===== src/rtl/morse_char_framer_if.sv =====
// Symbol-in / character-out bus of the Morse character framer.
// master = framer side, slave = detector plus downstream decoder side.
interface morse_char_framer_if #(
  parameter int MAX_SYMS = 5
);
  logic                sample_tick;
  logic [1:0]          sym_in;
  logic                sym_valid;
  logic [MAX_SYMS-1:0] char_bits;
  logic [2:0]          char_len;
  logic                char_err;
  logic                char_valid;
  logic                char_ready;
  logic                overrun;
  logic                clr_overrun;

  modport master (
    output sample_tick, char_bits, char_len, char_err, char_valid, overrun,
    input  sym_in, sym_valid, char_ready, clr_overrun
  );

  modport slave (
    input  sample_tick, char_bits, char_len, char_err, char_valid, overrun,
    output sym_in, sym_valid, char_ready, clr_overrun
  );
endinterface


===== src/rtl/morse_char_framer.sv =====
// Paces the Morse symbol detector with a unit-time strobe and packs its dot/dash
// stream into character frames handed downstream over valid/ready.
module morse_char_framer #(
  parameter int TICK_DIV   = 5000000,
  parameter int MAX_SYMS   = 5,
  parameter int IDLE_TICKS = 7
) (
  input  logic clk,
  input  logic rst,
  morse_char_framer_if.master bus
);

  localparam int DIV_W  = (TICK_DIV > 2) ? $clog2(TICK_DIV) : 1;
  localparam int IDLE_W = $clog2(IDLE_TICKS + 1);

  typedef enum logic [1:0] {EMPTY, ACCUM, OVF} state_t;

  state_t              state_q, state_d;
  logic [DIV_W-1:0]    div_q;
  logic [IDLE_W-1:0]   idle_q, idle_d;
  logic [MAX_SYMS-1:0] buf_q, buf_d;
  logic [2:0]          len_q, len_d;
  logic                tick;
  logic                is_mark, is_space, is_dash, timeout;
  logic                close;
  logic [MAX_SYMS-1:0] out_bits_q;
  logic [2:0]          out_len_q;
  logic                out_err_q, out_valid_q, overrun_q;

  always_ff @(posedge clk or posedge rst) begin
    if (rst)
      div_q <= '0;
    else if (tick)
      div_q <= '0;
    else
      div_q <= div_q + 1'b1;
  end

  assign tick     = (div_q == DIV_W'(TICK_DIV - 1));
  assign is_mark  = bus.sym_valid && (bus.sym_in == 2'b01 || bus.sym_in == 2'b10);
  assign is_space = bus.sym_valid && (bus.sym_in == 2'b11);
  assign is_dash  = (bus.sym_in == 2'b10);
  // The timeout wins even over a same-cycle symbol; a dot/dash then opens the next frame.
  assign timeout  = (state_q != EMPTY) && tick && (idle_q == IDLE_W'(IDLE_TICKS - 1));

  always_ff @(posedge clk or posedge rst) begin
    if (rst) begin
      state_q <= EMPTY;
      buf_q   <= '0;
      len_q   <= '0;
      idle_q  <= '0;
    end else begin
      state_q <= state_d;
      buf_q   <= buf_d;
      len_q   <= len_d;
      idle_q  <= idle_d;
    end
  end

  always_comb begin
    state_d = state_q;
    buf_d   = buf_q;
    len_d   = len_q;
    idle_d  = idle_q;
    close   = 1'b0;
    case (state_q)
      EMPTY: begin
        if (is_mark) begin
          buf_d    = '0;
          buf_d[0] = is_dash;
          len_d    = 3'd1;
          idle_d   = '0;
          state_d  = ACCUM;
        end
      end
      ACCUM, OVF: begin
        if (timeout || is_space) begin
          close   = 1'b1;
          buf_d   = '0;
          len_d   = '0;
          idle_d  = '0;
          state_d = EMPTY;
          if (is_mark) begin
            buf_d[0] = is_dash;
            len_d    = 3'd1;
            state_d  = ACCUM;
          end
        end else if (is_mark) begin
          idle_d = '0;
          if (state_q == ACCUM && len_q < 3'(MAX_SYMS)) begin
            for (int i = 0; i < MAX_SYMS; i++)
              if (len_q == 3'(i))
                buf_d[i] = is_dash;
            len_d = len_q + 3'd1;
          end else begin
            state_d = OVF;
          end
        end else if (tick) begin
          idle_d = idle_q + 1'b1;
        end
      end
      default: state_d = EMPTY;
    endcase
  end

  // Single output slot: a close may refill it in the same cycle it is being drained.
  always_ff @(posedge clk or posedge rst) begin
    if (rst) begin
      out_bits_q  <= '0;
      out_len_q   <= '0;
      out_err_q   <= 1'b0;
      out_valid_q <= 1'b0;
      overrun_q   <= 1'b0;
    end else begin
      if (close && (!out_valid_q || bus.char_ready)) begin
        out_bits_q  <= buf_q;
        out_len_q   <= len_q;
        out_err_q   <= (state_q == OVF);
        out_valid_q <= 1'b1;
      end else if (out_valid_q && bus.char_ready) begin
        out_valid_q <= 1'b0;
      end
      if (close && out_valid_q && !bus.char_ready)
        overrun_q <= 1'b1;
      else if (bus.clr_overrun)
        overrun_q <= 1'b0;
    end
  end

  assign bus.sample_tick = tick;
  assign bus.char_bits   = out_bits_q;
  assign bus.char_len    = out_len_q;
  assign bus.char_err    = out_err_q;
  assign bus.char_valid  = out_valid_q;
  assign bus.overrun     = overrun_q;

endmodule


===== src/flat_wrapper.sv =====
// flat-port wrapper written by rule: the top's interface ports become plain ports
module morse_char_framer_flat 
#(
  parameter int TICK_DIV   = 5000000,
  parameter int MAX_SYMS   = 5,
  parameter int IDLE_TICKS = 7
)
  (clk, rst, bus_sample_tick, bus_char_bits, bus_char_len, bus_char_err, bus_char_valid, bus_overrun, bus_sym_in, bus_sym_valid, bus_char_ready, bus_clr_overrun);
  morse_char_framer_if #(.MAX_SYMS(MAX_SYMS)) bus_i ();
  input  logic clk;
  input  logic rst;
  output wire logic [$bits(bus_i.sample_tick)-1:0] bus_sample_tick;
  output wire logic [$bits(bus_i.char_bits)-1:0] bus_char_bits;
  output wire logic [$bits(bus_i.char_len)-1:0] bus_char_len;
  output wire logic [$bits(bus_i.char_err)-1:0] bus_char_err;
  output wire logic [$bits(bus_i.char_valid)-1:0] bus_char_valid;
  output wire logic [$bits(bus_i.overrun)-1:0] bus_overrun;
  input wire logic [$bits(bus_i.sym_in)-1:0] bus_sym_in;
  input wire logic [$bits(bus_i.sym_valid)-1:0] bus_sym_valid;
  input wire logic [$bits(bus_i.char_ready)-1:0] bus_char_ready;
  input wire logic [$bits(bus_i.clr_overrun)-1:0] bus_clr_overrun;
  assign bus_sample_tick = bus_i.sample_tick;
  assign bus_char_bits = bus_i.char_bits;
  assign bus_char_len = bus_i.char_len;
  assign bus_char_err = bus_i.char_err;
  assign bus_char_valid = bus_i.char_valid;
  assign bus_overrun = bus_i.overrun;
  assign bus_i.sym_in = bus_sym_in;
  assign bus_i.sym_valid = bus_sym_valid;
  assign bus_i.char_ready = bus_char_ready;
  assign bus_i.clr_overrun = bus_clr_overrun;
  morse_char_framer #(.TICK_DIV(TICK_DIV), .MAX_SYMS(MAX_SYMS), .IDLE_TICKS(IDLE_TICKS)) u_core (.clk(clk), .rst(rst), .bus(bus_i));
endmodule

===== config.mk =====
export PLATFORM = sky130hd
export DESIGN_NAME = morse_char_framer_flat
export DESIGN_NICKNAME = d
export VERILOG_FILES = /design/src/rtl/morse_char_framer_if.sv /design/src/rtl/morse_char_framer.sv /design/src/flat_wrapper.sv
export SDC_FILE = /design/constraint.sdc
export NUM_CORES = 1
export LEC_CHECK = 0
export ABC_AREA = 1
export BUFFER_PORTS_ARGS = -buffer_cell sky130_fd_sc_hd__buf_2
export CAP_MARGIN = 20
export CORE_MARGIN = 3
export CORE_UTILIZATION = 30
export CTS_CLUSTER_SIZE = 8
export DETAILED_ROUTE_END_ITERATION = 8
export REMOVE_ABC_BUFFERS = 1
export SLEW_MARGIN = 10
export SYNTH_ARGS = -nofsm -noshare
export SYNTH_HDL_FRONTEND = slang
export SYNTH_SLANG_ARGS = --single-unit

===== constraint.sdc =====
create_clock -name clk -period 2.23 [get_ports clk]
set_input_delay 0.223 -clock clk [delete_from_list [all_inputs] [get_ports clk]]
set_output_delay 0.223 -clock clk [all_outputs]
set_load 0.02 [all_outputs]

==> impl_metrics.csv <==
group,metric,value,unit
clock_tree,clock_sinks,47,
layout,layout_commonest_cell,"nand2_1",
clock_tree,clockBufferDepth,2,
placed_design,port_buffers,18,
layout,nets,383,
sta,fmax,508,MHz
yosys,synth_top_flop_cell,"dfrtp_1",
detailed_routing,drt.antenna.violating_nets,0,
setup_path,critPathBufInv,2,
sta,worst_pin_slew,0.590,ns
layout,mostFrequentLayoutCells,"74 x nand2_1, 47 x dfrtp_1, 44 x inv_1, 28 x nor2_1, 26 x nand3_1",
layout,drive_gt1_frac,0.179,
yosys,synthArstFlopShare,1.00,
detailed_routing,drt_pass1_iterations,4,
detailed_routing,wire_per_inst,12.0,um
setup_path,cp-start-kind,"flip-flop",
sta,rsz0062_at_grt,"no",
sta,drv_slew,0,
grt,antenna_found_initial,0,
layout,fill_cells,932,
power_and_ir_drop,power_frac_seq,0.387,
setup_path,worstSetupPathType,"reg2out",
flow_run,cap_viol_max_count,0,
grt,grt-ovfl-total,0,
die,dieArea,10500,um2
setup_path,cpLargestDelayFamily,"simple AND/OR/NAND/NOR gates",
yosys,synth_seq_cells,47,
layout,design_area,3090,um2
setup_path,path_max_fanout,8,
clock_tree,cts_resized,0,
power_and_ir_drop,powerDensity,910,nW/um2
min_path,hold_class,"in2async",
detailed_routing,drt-initial-drc-count,95,
detailed_routing,avgViaCountPerCell,4.68,
die,fp.dieH,102,um
sta,slew-limit-headroom,0.607,
setup_path,crit_slowest_cell,"dfrtp_1",
setup_path,crit_path_cell_trace,"ha_1, nand3_2, nor2_4, nand3_4, inv_2, buf_2",
setup_path,end_kind,"primary output",
power_and_ir_drop,p_int,1.61,mW
sta,hold_violations,0,
power_and_ir_drop,power_frac_clock,0.198,
yosys,yosys_warnings,0,
yosys,synth_enable_flop_cells,0,
grt,grt_start_max_net_pins,48,
power_and_ir_drop,swShare,0.427,
layout,n_antenna_cell,0,
setup_path,required,2.01,ns
sta,setup_viol,0,
yosys,syn_area,2780,um2
power_and_ir_drop,p_leak,1.63,nW
detailed_routing,route.vias.total,2206,
run_status,status,"finished, final reports clean",
sta,fin_hold_ws,0.0574,ns
sta,fin_crit,1.97,ns
setup_path,slowest_delay,0.37,ns
power_and_ir_drop,switching_power,1.20,mW
die,pin_count,19,
yosys,ys_seq_area_frac,0.423,
power_and_ir_drop,power,2.81,mW
grt,grt_use_total,0.121,
clock_tree,clkSlewWorstSetupHoldPaths,0.10,ns
yosys,syn_avg_cell_area,8.21,um2
clock_tree,clk_root_buffer_cell,"clkbuf_8",
die,fp.coreArea,8850,um2
sta,fin_crit_sh,0.883,
grt,grt_pass1_wl,10.3,mm
detailed_routing,wirelength,5.65,mm
sta,tns,0,ns
die,die_w,102,um
sta,clock_skew,0.00664,ns
clock_tree,post_cts_buffers,0,
clock_tree,cts_buffers,5,
clock_tree,cts_tree,"built",
placed_design,post-dp-hpwl,4.38,mm
clock_tree,clock_latency,0.31,ns
layout,area_delta_synth_final,10.9,%
power_and_ir_drop,p_comb_frac,0.415,
setup_path,arrival,1.75,ns
placed_design,placed_area,3000,um2
clock_tree,cts_hold_buf,0,
yosys,synthDistinctLibCells,37,
power_and_ir_drop,ir_drop,0.000529,V
die,start_util,0.314,
placed_design,gp_congestion,0.856,
yosys,synth_cells,339,
die,rows,34,
grt,grt_pass1_vias,2278,
clock_tree,h-tree-depth,2,
detailed_routing,drc,0,
## per-layer routing
layer  routed length, um  part of all wire  vias to the layer above  GRT usage
met2                2480              0.44                       38      0.190
li1                    -                 -                     1126          -
met3                 198             0.035                       14     0.0259
met5                   0                 0                        -          0
met1                2860              0.51                     1028      0.165
met4                 117             0.021                        0     0.0424
## worst paths after layout
check	from	endpoint	slack, ns	cells past startpoint
worst max-delay path	u_core.div_q[0]$_DFF_PP0_	bus_sample_tick	0.26	6
worst min-delay path	rst	u_core.bus.char_len[0]$_DFFE_PP0P_	0.06	3
worst max register to register	u_core.state_q[0]$_DFFE_PP0P_	u_core.bus.char_len[1]$_DFFE_PP0P_	0.29	11
worst min register to register	u_core.bus.char_bits[2]$_DFFE_PP0P_	u_core.bus.char_bits[2]$_DFFE_PP0P_	0.48	2
max in group asynchronous	rst	u_core.div_q[19]$_DFF_PP0_	1.78	3
min in group clk	bus_clr_overrun	u_core.bus.overrun$_DFFE_PP0P_	0.09	2
## area by class of cell
| cell class | instances | area (um2) | share of cell area |
|---|---|---|---|
| repair buffers | 21 | 113 | 0.0365 |
| well taps | 108 | 135 | 0.0438 |
| clock buffers | 5 | 68.8 | 0.0223 |
| multi-input cells | 228 | 1350 | 0.437 |
| inverters | 59 | 221 | 0.0717 |
| flip-flops and latches | 47 | 1180 | 0.381 |
| clock inverters | 3 | 22.5 | 0.00730 |
## flip-flops by register name (all words and copies together) (netlist names)
signal / count
u_core.bus.char_bits: 5
u_core.bus.overrun: 1
u_core.len_q: 3
u_core.buf_q: 5
u_core.state_q: 2
u_core.idle_q: 3
u_core.bus.char_err: 1
u_core.bus.char_valid: 1
u_core.bus.char_len: 3
u_core.div_q: 23
## kinds of logic after synthesis
family / share of synthesized area
buffers and inverters: 0.0922
AOI/OAI and AO/OA: 0.0634
adders and majority gates: 0.0630
and+or+nand+nor: 0.327
xor gates and xnor gates: 0.0315
DFF: 0.423
## through the flow
stage | instances | setup slack, ns | utilization
6_report | 471 | 0.261 | 0.349
5_1_grt | 471 | 0.0942 | 0.349
4_1_cts | 471 | 0.220 | 0.349
3_5_place_dp | 463 | 0.300 | 0.339
3_3_place_gp | 463 | 0.367 | 0.339
2_1_floorplan | 334 | 0.475 | -
## tightest hold or removal path, stage by stage
cell	delay [ns]
buf_2	0.10
inv_2	0.03
buf_4	0.48
## Yosys cell counts (2+ instances only)
| cell type | count | share of area |
|---|---|---|
| o21ai_1 | 5 | 0.0090 |
| o21bai_1 | 2 | 0.0054 |
| nand2_2 | 5 | 0.011 |
| nor3_1 | 8 | 0.014 |
| inv_1 | 45 | 0.061 |
| nor2_4 | 2 | 0.0081 |
| nand4_4 | 2 | 0.015 |
| nand3_2 | 3 | 0.011 |
| dfrtp_1 | 47 | 0.42 |
| clkinv_1 | 3 | 0.0040 |
| o21ai_0 | 6 | 0.011 |
| buf_6 | 2 | 0.0081 |
| o21ai_2 | 3 | 0.0094 |
| nor2_1 | 28 | 0.038 |
| nor2_8 | 2 | 0.014 |
| nand3b_1 | 3 | 0.0081 |
| inv_2 | 11 | 0.015 |
| o21a_1 | 2 | 0.0054 |
| nand2_1 | 74 | 0.10 |
| nand3_1 | 26 | 0.047 |
| a21oi_1 | 10 | 0.018 |
| ha_1 | 14 | 0.063 |
| xor2_1 | 9 | 0.028 |
| nand2_4 | 3 | 0.012 |
| nand4_1 | 12 | 0.027 |
## power groups by stage
stage               clock network (mW)  logic [mW]  registers (mW)
finish                           0.557        1.17            1.09
global route                     0.611        1.32            1.10
CTS                              0.577        1.18            1.09
detailed placement                   0        1.17            1.10
global placement                     0        1.15            1.10
floorplan                            0       0.746            1.17
Power figures use the tool's default switching activity.
